## src/rtl/loader_pkg.sv

```systemverilog
// loader_pkg: shared state encoding and word geometry for the instruction loader
package loader_pkg;
  localparam int BYTES_PER_WORD = 4;
  typedef enum logic [2:0] {IDLE, LEN_LO, LEN_HI, DATA, CHK, DONE, ERROR} state_t;
endpackage

```

## src/rtl/byte_packer.sv

```systemverilog
// byte_packer: shifts bytes little-endian into a 32-bit word and pulses word_valid one cycle after the 4th byte
module byte_packer
  import loader_pkg::*;
(
  input  logic        clk,
  input  logic        reset,
  input  logic        clear,
  input  logic        accept,
  input  logic [7:0]  byte_in,
  output logic        last,
  output logic [31:0] word,
  output logic        word_valid
);
  logic [1:0] cnt;
  assign last = cnt == 2'(BYTES_PER_WORD - 1);
  // byte counter, shift register and the registered word strobe
  always_ff @(posedge clk)
    if (reset) begin
      cnt <= '0;
      word <= '0;
      word_valid <= 1'b0;
    end else begin
      word_valid <= accept && last;
      if (clear) cnt <= '0;
      else if (accept) begin
        cnt <= cnt + 2'd1;
        word <= {byte_in, word[31:8]};
      end
    end
endmodule

```

## src/rtl/instr_loader.sv

```systemverilog
// instr_loader: length-prefixed byte stream to instruction-memory writer; INSTR_LOADER_CHECKSUM_EN adds a trailing XOR check byte
module instr_loader
  import loader_pkg::*;
#(
  parameter int ADDR_W    = 8,
  parameter int MAX_WORDS = 256
) (
  input  logic        clk,
  input  logic        reset,
  input  logic        start,
  input  logic [7:0]  byte_data,
  input  logic        byte_valid,
  output logic        byte_ready,
  output logic        wr_en,
  output logic [31:0] wr_addr,
  output logic [31:0] wr_data,
  output logic        core_hold,
  output logic        done,
  output logic        error
);
  state_t state, state_next;
  logic [15:0] len;
  logic [ADDR_W-1:0] idx;
  logic [31:0] len_in;
  logic fire, take, pack_last, final_word, chk_ok, busy_now, busy_next;
  assign byte_ready = state inside {LEN_LO, LEN_HI, DATA, CHK};
  assign fire = byte_valid && byte_ready;
  assign take = start && (state inside {IDLE, DONE, ERROR});
  assign len_in = {16'd0, byte_data, len[7:0]};
  assign final_word = 32'(idx) + 32'd1 == 32'(len);
  assign wr_addr = 32'({idx, 2'b00});
  assign busy_now = state inside {LEN_LO, LEN_HI, DATA, CHK};
  assign busy_next = state_next inside {LEN_LO, LEN_HI, DATA, CHK};
`ifdef INSTR_LOADER_CHECKSUM_EN
  localparam state_t END_ST = CHK;
  logic [7:0] chk;
  assign chk_ok = byte_data == chk;
  // running XOR of length and payload bytes; the check byte itself is excluded
  always_ff @(posedge clk)
    if (reset || take) chk <= '0;
    else if (fire && state != CHK) chk <= chk ^ byte_data;
`else
  localparam state_t END_ST = DONE;
  assign chk_ok = 1'b1;
`endif
  byte_packer u_packer (
    .clk(clk),
    .reset(reset),
    .clear(take),
    .accept(fire && state == DATA),
    .byte_in(byte_data),
    .last(pack_last),
    .word(wr_data),
    .word_valid(wr_en)
  );
  // state register
  always_ff @(posedge clk) state <= reset ? IDLE : state_next;
  // next-state: the final byte of the final word leaves DATA while its write is still pending
  always_comb begin
    state_next = state;
    if (take) state_next = LEN_LO;
    else if (fire)
      state_next = state == LEN_LO ? LEN_HI :
                   state == LEN_HI ? (len_in == 32'd0 ? END_ST :
                                      len_in > 32'(MAX_WORDS) ? ERROR : DATA) :
                   state == DATA   ? (pack_last && final_word ? END_ST : DATA) :
                   chk_ok ? DONE : ERROR;
  end
  // length capture and word index; the index holds on the final word so it never passes MAX_WORDS-1
  always_ff @(posedge clk)
    if (reset || take) begin
      len <= '0;
      idx <= '0;
    end else begin
      if (fire && state == LEN_LO) len[7:0] <= byte_data;
      if (fire && state == LEN_HI) len <= len_in[15:0];
      if (wr_en && !final_word) idx <= idx + ADDR_W'(1);
    end
  // status flags settle one cycle after entering DONE/ERROR so done lines up after the last write
  always_ff @(posedge clk)
    if (reset) begin
      core_hold <= 1'b0;
      done <= 1'b0;
      error <= 1'b0;
    end else begin
      core_hold <= busy_now || busy_next;
      done <= state == DONE && state_next == DONE;
      error <= state == ERROR && state_next == ERROR;
    end
endmodule

```

## config.mk

```make
export PLATFORM = sky130hd
export DESIGN_NAME = instr_loader
export DESIGN_NICKNAME = d
export VERILOG_FILES = /design/src/rtl/loader_pkg.sv /design/src/rtl/byte_packer.sv /design/src/rtl/instr_loader.sv
export SDC_FILE = /design/constraint.sdc
export NUM_CORES = 1
export LEC_CHECK = 0
export CAP_MARGIN = 20
export CELL_PAD_IN_SITES_DETAIL_PLACEMENT = 0
export CELL_PAD_IN_SITES_GLOBAL_PLACEMENT = 1
export CORE_MARGIN = 3
export CORE_UTILIZATION = 49
export DETAILED_ROUTE_END_ITERATION = 16
export DONT_BUFFER_PORTS = 1
export GPL_TIMING_DRIVEN = 0
export HOLD_SLACK_MARGIN = 0.05
export PLACE_DENSITY_LB_ADDON = 0.1
export SETUP_SLACK_MARGIN = 0.1
export SLEW_MARGIN = 25
export SYNTH_ARGS = -nofsm -noshare
export SYNTH_HDL_FRONTEND = slang
export SYNTH_SLANG_ARGS = --single-unit
```

## constraint.sdc

```tcl
create_clock -name clk -period 5.2 [get_ports clk]
set_input_delay 0.78 -clock clk [delete_from_list [all_inputs] [get_ports clk]]
set_output_delay 0.78 -clock clk [all_outputs]
set_load 0.03 [all_outputs]
```

==> flow_metrics.env, run 1 <==
export IMPL_worst_setup_path_end_kind="flip-flop"
export IMPL_max_cap_violations=0
export IMPL_power_share_clock_pct=40.5
export IMPL_wire_length_of_the_first_global_routing_pass_mm=12.1
export IMPL_worstPathRequired_ps=5450
export IMPL_slew_headroom_pct=52.6
export IMPL_cts_tree="built"
export IMPL_ios=81
export IMPL_layout_filler_cells=586
export IMPL_power_ir_vdd_worst_mv=0.193
export IMPL_hpwl_mm=5.20
export IMPL_yosys_register_bits=65
export IMPL_synthesized_instance_count=379
export IMPL_cts_max_level=3
export IMPL_layout_cells_sized_above_1_pct=12.9
export IMPL_insertedDiodeCount=0
export IMPL_clkLatencyLatePin_ps=360
export IMPL_synth_area_per_cell_um2=8.10
export IMPL_synth_largest_type_area_fraction_pct=42.4
export IMPL_leakage_nw=1.24
export IMPL_global_route_overflow_total=0
export IMPL_die_span_y_um=85.1
export IMPL_clock_sink_count=65
export IMPL_drc=0
export IMPL_seqPwrFrac_pct=47.5
export IMPL_firstDrtPassIters=4
export IMPL_detail_route_vias_per_cell=5.38
export IMPL_groute_usage_overall_pct=21.0
export IMPL_layout_min_cycle_time_ps=2980
export IMPL_cp_start_kind="flip-flop"
export IMPL_worst_slew_pin_slew_ps=705
export IMPL_first_iteration_detailed_routing_drc_count=147
export IMPL_initial_antenna_violation_count=0
export IMPL_postLayoutCellArea_um2=3460
export IMPL_sequential_share_of_the_synthesized_area_pct=42.4
export IMPL_holdPathStages=2
export IMPL_cts_clk_slew_worst_paths_ps=70
export IMPL_start_util_pct=51.2
export IMPL_cts_post_setup_buffers_inserted=0
export IMPL_routed_via_count=2654
export IMPL_first_global_vias=2517
export IMPL_grt_start_max_net_pins=13
export IMPL_setup_tns_final_ps=0
export IMPL_yosys_warnings=0
export IMPL_cts_buffer_depth=2
export IMPL_post_cts_resized=0
export IMPL_crit_path_cell_trace="ha_1 > buf_4 > inv_1 > or4_1 > a211o_1 > a221oi_4 > buf_6 > nand2_2 > a22o_1"
export IMPL_report_final_slew_viol_count=0
export IMPL_detailed_place_area_um2=3250
export IMPL_synth_async_reset_ratio_pct=0
export IMPL_regArea_um2=1300
export IMPL_switchingPower_mw=0.309
export IMPL_die_width_um=85.1
export IMPL_finish_cell_count_without_fillers=493
export IMPL_critPathMaxStageDelay_ps=650
export IMPL_wl_per_cell_um=14.6
export IMPL_synth_top_cells_by_area="dfxtp_1, nand2_1, a21oi_1"
export IMPL_remaining_antenna_violation_count_after_routing=0
export IMPL_reg2regPathDepth=9
export IMPL_cts_root_buffer_cell="clkbuf_8"
export IMPL_die_area_um2=7250
export IMPL_p_int_mw=0.784
export IMPL_buffer_ports_inserted=0
export IMPL_fin_crit_sh_pct=57.3
export IMPL_synth_enable_flop_cells=0
export IMPL_numCtsBuffers=9
export IMPL_synth_area_leader_cell="dfxtp_1"
export IMPL_postCtsHoldBufs=0
export IMPL_worstPathMaxFanout=10
export IMPL_rsz0062_at_grt="no"
export IMPL_core_outline_area_um2=5990
export IMPL_finalClockSkew_ps=11.6
export IMPL_power_switching_fraction_pct=28.2
export IMPL_final_nets=427
export IMPL_routed_wirelength_mm=7.21
export IMPL_syn2layout_area_growth_pct=12.8
export IMPL_multi_input_area_um2=1560
export IMPL_postSynth_topFlopCell="dfxtp_1"
export IMPL_power_density_nw_per_um2=316
export IMPL_synth_cell_area_um2=3070
export IMPL_critical_path_slowest_cell="dfxtp_1"
export IMPL_timing_hold_worst_class="flip-flop to flip-flop"
export IMPL_placed_cells_incl_taps=477
export IMPL_fp_row_count=28
export IMPL_synth_cell_type_count=47
export IMPL_hold_violations=0
export IMPL_fmax_ghz=0.336
export IMPL_status="finished clean"
export IMPL_crit_type="flip-flop to flip-flop"
export IMPL_comb_power_share_pct=12.0
export IMPL_critical_path_arrival_ps=3230
export IMPL_routabilityCongestion=0.838
export IMPL_setup_violating_endpoint_count_in_the_final_report=0
==> flip-flops by register name, indices dropped and copies added, names as in the netlist <==
signal / flops
error: 1
done: 1
state: 3
u_packer.word_valid: 1
u_packer.cnt: 2
len: 16
idx: 8
core_hold: 1
u_packer.word: 32
==> power groups by stage <==
stage	Clock [mW]	Combinational [mW]	Sequential [mW]
after floorplan	0	0.109	0.529
after CTS	0.450	0.129	0.519
after global routing	0.472	0.144	0.521
final	0.443	0.131	0.519
after global placement	0	0.127	0.531
after detailed placement	0	0.129	0.531
==> cell usage in the layout (no fill, tap or decap), drive strengths merged, types with 3 or more instances in the layout <==
cell	instances
a21oi	54
a221oi	3
nor4b	3
conb	24
o31ai	6
xor2	8
nor4	7
or4	9
dfxtp	65
o21ai	6
nand2	93
nor3	8
nand2b	3
clkinvlp	3
inv	6
or3	3
xnor2	4
nor2	14
nand3	7
mux2i	7
buf	28
clkbuf	30
==> routing by layer <==
metal  global-route usage, %  vias up  routed length [um]
met1                    27.4     1209                3310
met5                       0        -                   0
met2                    32.1      106                3140
met3                    6.12       13                 620
met4                    9.78        0                 145
li1                        -     1326                   -
==> worst paths after layout <==
check                             start        to  slack, ps
worst max-delay path             idx[0]  state[1]       2220
worst min-delay path            len[15]   len[15]        460
worst max register to register   idx[0]  state[1]       2220
worst min register to register  len[15]   len[15]        460
==> cells in the mapped netlist, types with 2 or more instances <==
master     n
dfxtp_1   65
o21ai_1    2
nor3_1     8
or4_1      8
xor2_1     8
o31ai_1    6
buf_4     27
o21ai_0    4
nand2b_1   3
nor4b_1    3
ha_1       2
a221oi_4   2
or3_1      2
mux2i_1    7
inv_1      5
xnor2_1    4
a21oi_1   54
and2_1     2
nor2_1    14
o21bai_1   2
a31oi_1    2
nand3_1    6
a211o_1    2
nor4_1     7
nand4_1    2
nand2_1   92
clkbuf_1  20
==> stage by stage <==
| stage | util (%) | power (mW) | worst slack (ps) | hold slack, ps |
|---|---|---|---|---|
| floorplan | - | 0.638 | 2610 | 436 |
| global placement | 54.2 | 0.658 | 2270 | 444 |
| detailed placement | 54.3 | 0.660 | 2260 | 453 |
| CTS | 57.7 | 1.10 | 2240 | 463 |
| global route | 57.8 | 1.14 | 2110 | 482 |
| finish | 57.8 | 1.09 | 2220 | 461 |
==> worst max-delay path, delay by kind of cell, from the launching register on <==
kind / cells / cell delay [ps]
fa+ha+maj: 1 / 240
buf+inv: 3 / 490
compound gates: 3 / 910
flops: 1 / 650
simple gates: 2 / 590
==> area by class of cell <==
cell class              instances  share of cell area (%)
multi-input cells             284                    44.9
flip-flops and latches         65                    37.6
plain buffers                  48                    8.35
clock buffers                  10                    3.97
well taps                      75                    2.71
clock inverters                 6                    1.91
inverters                       5                   0.542
==> logic make-up after synthesis <==
kind of cell	Yosys count	share of synthesized area [%]
mux	7	2.28
flops	65	42.4
buf+inv	53	10.0
simple gates	157	24.2
other cells	1	0.122
fa+ha+maj	2	0.815
compound gates	82	16.7
xor+xnor	12	3.42
Note: power is estimated with default switching activity, not from simulation.
==> inputs of run 2 (changes only) <==
--- a/config.mk
+++ b/config.mk
@@ -9,7 +9,7 @@
 export CELL_PAD_IN_SITES_DETAIL_PLACEMENT = 0
 export CELL_PAD_IN_SITES_GLOBAL_PLACEMENT = 1
 export CORE_MARGIN = 3
-export CORE_UTILIZATION = 49
+export CORE_UTILIZATION = 41
 export DETAILED_ROUTE_END_ITERATION = 16
 export DONT_BUFFER_PORTS = 1
 export GPL_TIMING_DRIVEN = 0
==> constraint.sdc (replaced) <==
create_clock -name clk -period 2.6 [get_ports clk]
set_input_delay 0.39 -clock clk [delete_from_list [all_inputs] [get_ports clk]]
set_output_delay 0.39 -clock clk [all_outputs]
set_load 0.03 [all_outputs]
==> run 2 against run 1 <==
  * Worst setup slack worse by 2000 ps
  * Maximum frequency up 24%
  * Total power up 120%
  * Cell area up 5.6%
  * Die area up 18%
  * Highest routed layer unchanged
  * Critical path depth unchanged
==> flow_metrics.env, run 2 (synthesis results as in run 1) <==
export IMPL_status="finished clean"
export IMPL_layout_min_cycle_time_ps=2390
export IMPL_worstPathMaxFanout=8
export IMPL_wire_length_of_the_first_global_routing_pass_mm=12.5
export IMPL_insertedDiodeCount=0
export IMPL_worst_setup_path_end_kind="flip-flop"
export IMPL_buffer_ports_inserted=0
export IMPL_start_util_pct=43.7
export IMPL_core_outline_area_um2=7020
export IMPL_die_span_y_um=92.5
export IMPL_worst_path_dominant_cell_family="compound AO/OA/AOI/OAI gates"
export IMPL_routabilityCongestion=0.855
export IMPL_seqPwrFrac_pct=42.7
export IMPL_largest_register_ffs=32
export IMPL_clkLatencyLatePin_ps=340
export IMPL_p_int_mw=1.82
export IMPL_leading_cell_types_in_the_layout_fill_and_taps_excluded="nand2_1, dfxtp_1, a21oi_1"
export IMPL_largestRegisters="u_packer.word: 32 flops, len: 16 flops, idx: 8 flops"
export IMPL_drc=0
export IMPL_layout_cells_sized_above_1_pct=16.5
export IMPL_slew_headroom_pct=35.7
export IMPL_critPathMaxStageDelay_ps=490
export IMPL_setup_slack_ps=206
export IMPL_critical_path_arrival_ps=2630
export IMPL_worst_path_most_repeated_cell="buf_6"
export IMPL_die_area_um2=8560
export IMPL_max_cap_violations=0
export IMPL_finalPower_mw=2.42
export IMPL_comb_power_share_pct=10.9
export IMPL_remaining_antenna_violation_count_after_routing=0
export IMPL_global_route_overflow_total=0
export IMPL_fp_row_count=30
export IMPL_critical_path_slowest_cell="or4_4"
export IMPL_groute_usage_overall_pct=18.3
export IMPL_power_ir_vdd_worst_mv=0.295
export IMPL_rsz0062_at_grt="no"
export IMPL_die_width_um=92.5
export IMPL_worstPathRequired_ps=2840
export IMPL_hpwl_mm=5.47
export IMPL_setup_violating_endpoint_count_in_the_final_report=0
export IMPL_fin_crit_sh_pct=92.1
export IMPL_grt_start_max_net_pins=12
export IMPL_path_buf_inv=3
export IMPL_first_global_vias=2454
export IMPL_hp_start="byte_data[0]"
export IMPL_switchingPower_mw=0.594
export IMPL_firstDrtPassIters=4
export IMPL_regToRegStartpoint="idx[0]"
export IMPL_timing_hold_worst_class="primary input to flip-flop"
export IMPL_finalClockSkew_ps=11.3
export IMPL_routed_via_count=2645
export IMPL_worst_slew_pin_slew_ps=958
export IMPL_cts_buffer_depth=2
export IMPL_leakage_nw=1.32
export IMPL_cts_root_buffer_cell="clkbuf_8"
export IMPL_final_nets=434
export IMPL_setup_tns_final_ps=0
export IMPL_startpoint="idx[0]"
export IMPL_syn2layout_area_growth_pct=19.1
export IMPL_wl_per_cell_um=14.7
export IMPL_cp_start_kind="flip-flop"
export IMPL_crit_type="flip-flop to flip-flop"
export IMPL_numCtsBuffers=9
export IMPL_routed_wirelength_mm=7.68
export IMPL_power_share_clock_pct=46.4
export IMPL_cts_max_level=3
export IMPL_first_iteration_detailed_routing_drc_count=141
export IMPL_regMostFlops="u_packer.word"
export IMPL_power_switching_fraction_pct=24.6
export IMPL_power_density_nw_per_um2=661
export IMPL_mostFrequentLayoutCell="nand2_1"
export IMPL_cts_clk_slew_worst_paths_ps=80
export IMPL_postLayoutCellArea_um2=3660
export IMPL_crit_path_cell_trace="ha_4 > buf_6 > inv_2 > or4_4 > a211o_1 > a221oi_4 > buf_6 > nand2_2 > a22o_1"
export IMPL_clock_sink_count=65
export IMPL_detailed_place_area_um2=3280
export IMPL_fmax_ghz=0.418
export IMPL_detailedPlace_worstSlack_ps=-124
export IMPL_report_final_slew_viol_count=0
export IMPL_postCtsHoldBufs=0
export IMPL_ios=81
export IMPL_cts_tree="built"
export IMPL_initial_antenna_violation_count=0
export IMPL_hold_violations=0
export IMPL_detail_route_vias_per_cell=5.08
==> run 2: layout make-up <==
class                   count  area, um2
plain buffers              48        300
repair buffers              7       52.6
inverters                   5       18.8
flip-flops and latches     65       1330
clock inverters             6        130
clock buffers              10        128
fillers                   709       3360
multi-input cells         284       1580
well taps                  96        120
==> run 2: worst paths after layout <==
check        endpoint  slack (ps)  cells past startpoint
max reg2reg  state[1]         210                      9
min            len[8]         180                      2
max          state[1]         210                      9
min reg2reg    len[9]         460                      2
==> run 2: per-stage QoR <==
step | util, % | hold WS [ps] | cells
floorplan | - | 436 | 402
global placement | 46.7 | 444 | 498
detailed placement | 46.7 | 452 | 498
CTS | 50.9 | 162 | 517
global route | 52.1 | 161 | 521
finish | 52.1 | 179 | 521
==> run 2: repair_timing <==
| action | in CTS | in global routing |
|---|---|---|
| pin swaps | 0 | 5 |
| setup endpoints to repair | 20 | 10 |
| gates cloned | 1 | 0 |
| gates resized for setup | 9 | 14 |
| buffers inserted | 2 | 4 |
==> run 2: metal layers <==
layer / GRT usage [%] / part of all wire, %
met5: 0 / 0
met2: 26.7 / 44
met3: 7.80 / 8.3
met4: 4.08 / 0.90
met1: 25.0 / 47
==> run 2: power by group through the flow <==
| stage | clock network [mW] | registers [mW] | logic (mW) |
|---|---|---|---|
| finish | 1.12 | 1.03 | 0.264 |
| global route | 1.19 | 1.03 | 0.291 |
| CTS | 1.15 | 1.03 | 0.262 |
| global placement | 0 | 1.06 | 0.258 |
| detailed placement | 0 | 1.06 | 0.257 |
| floorplan | 0 | 1.06 | 0.218 |
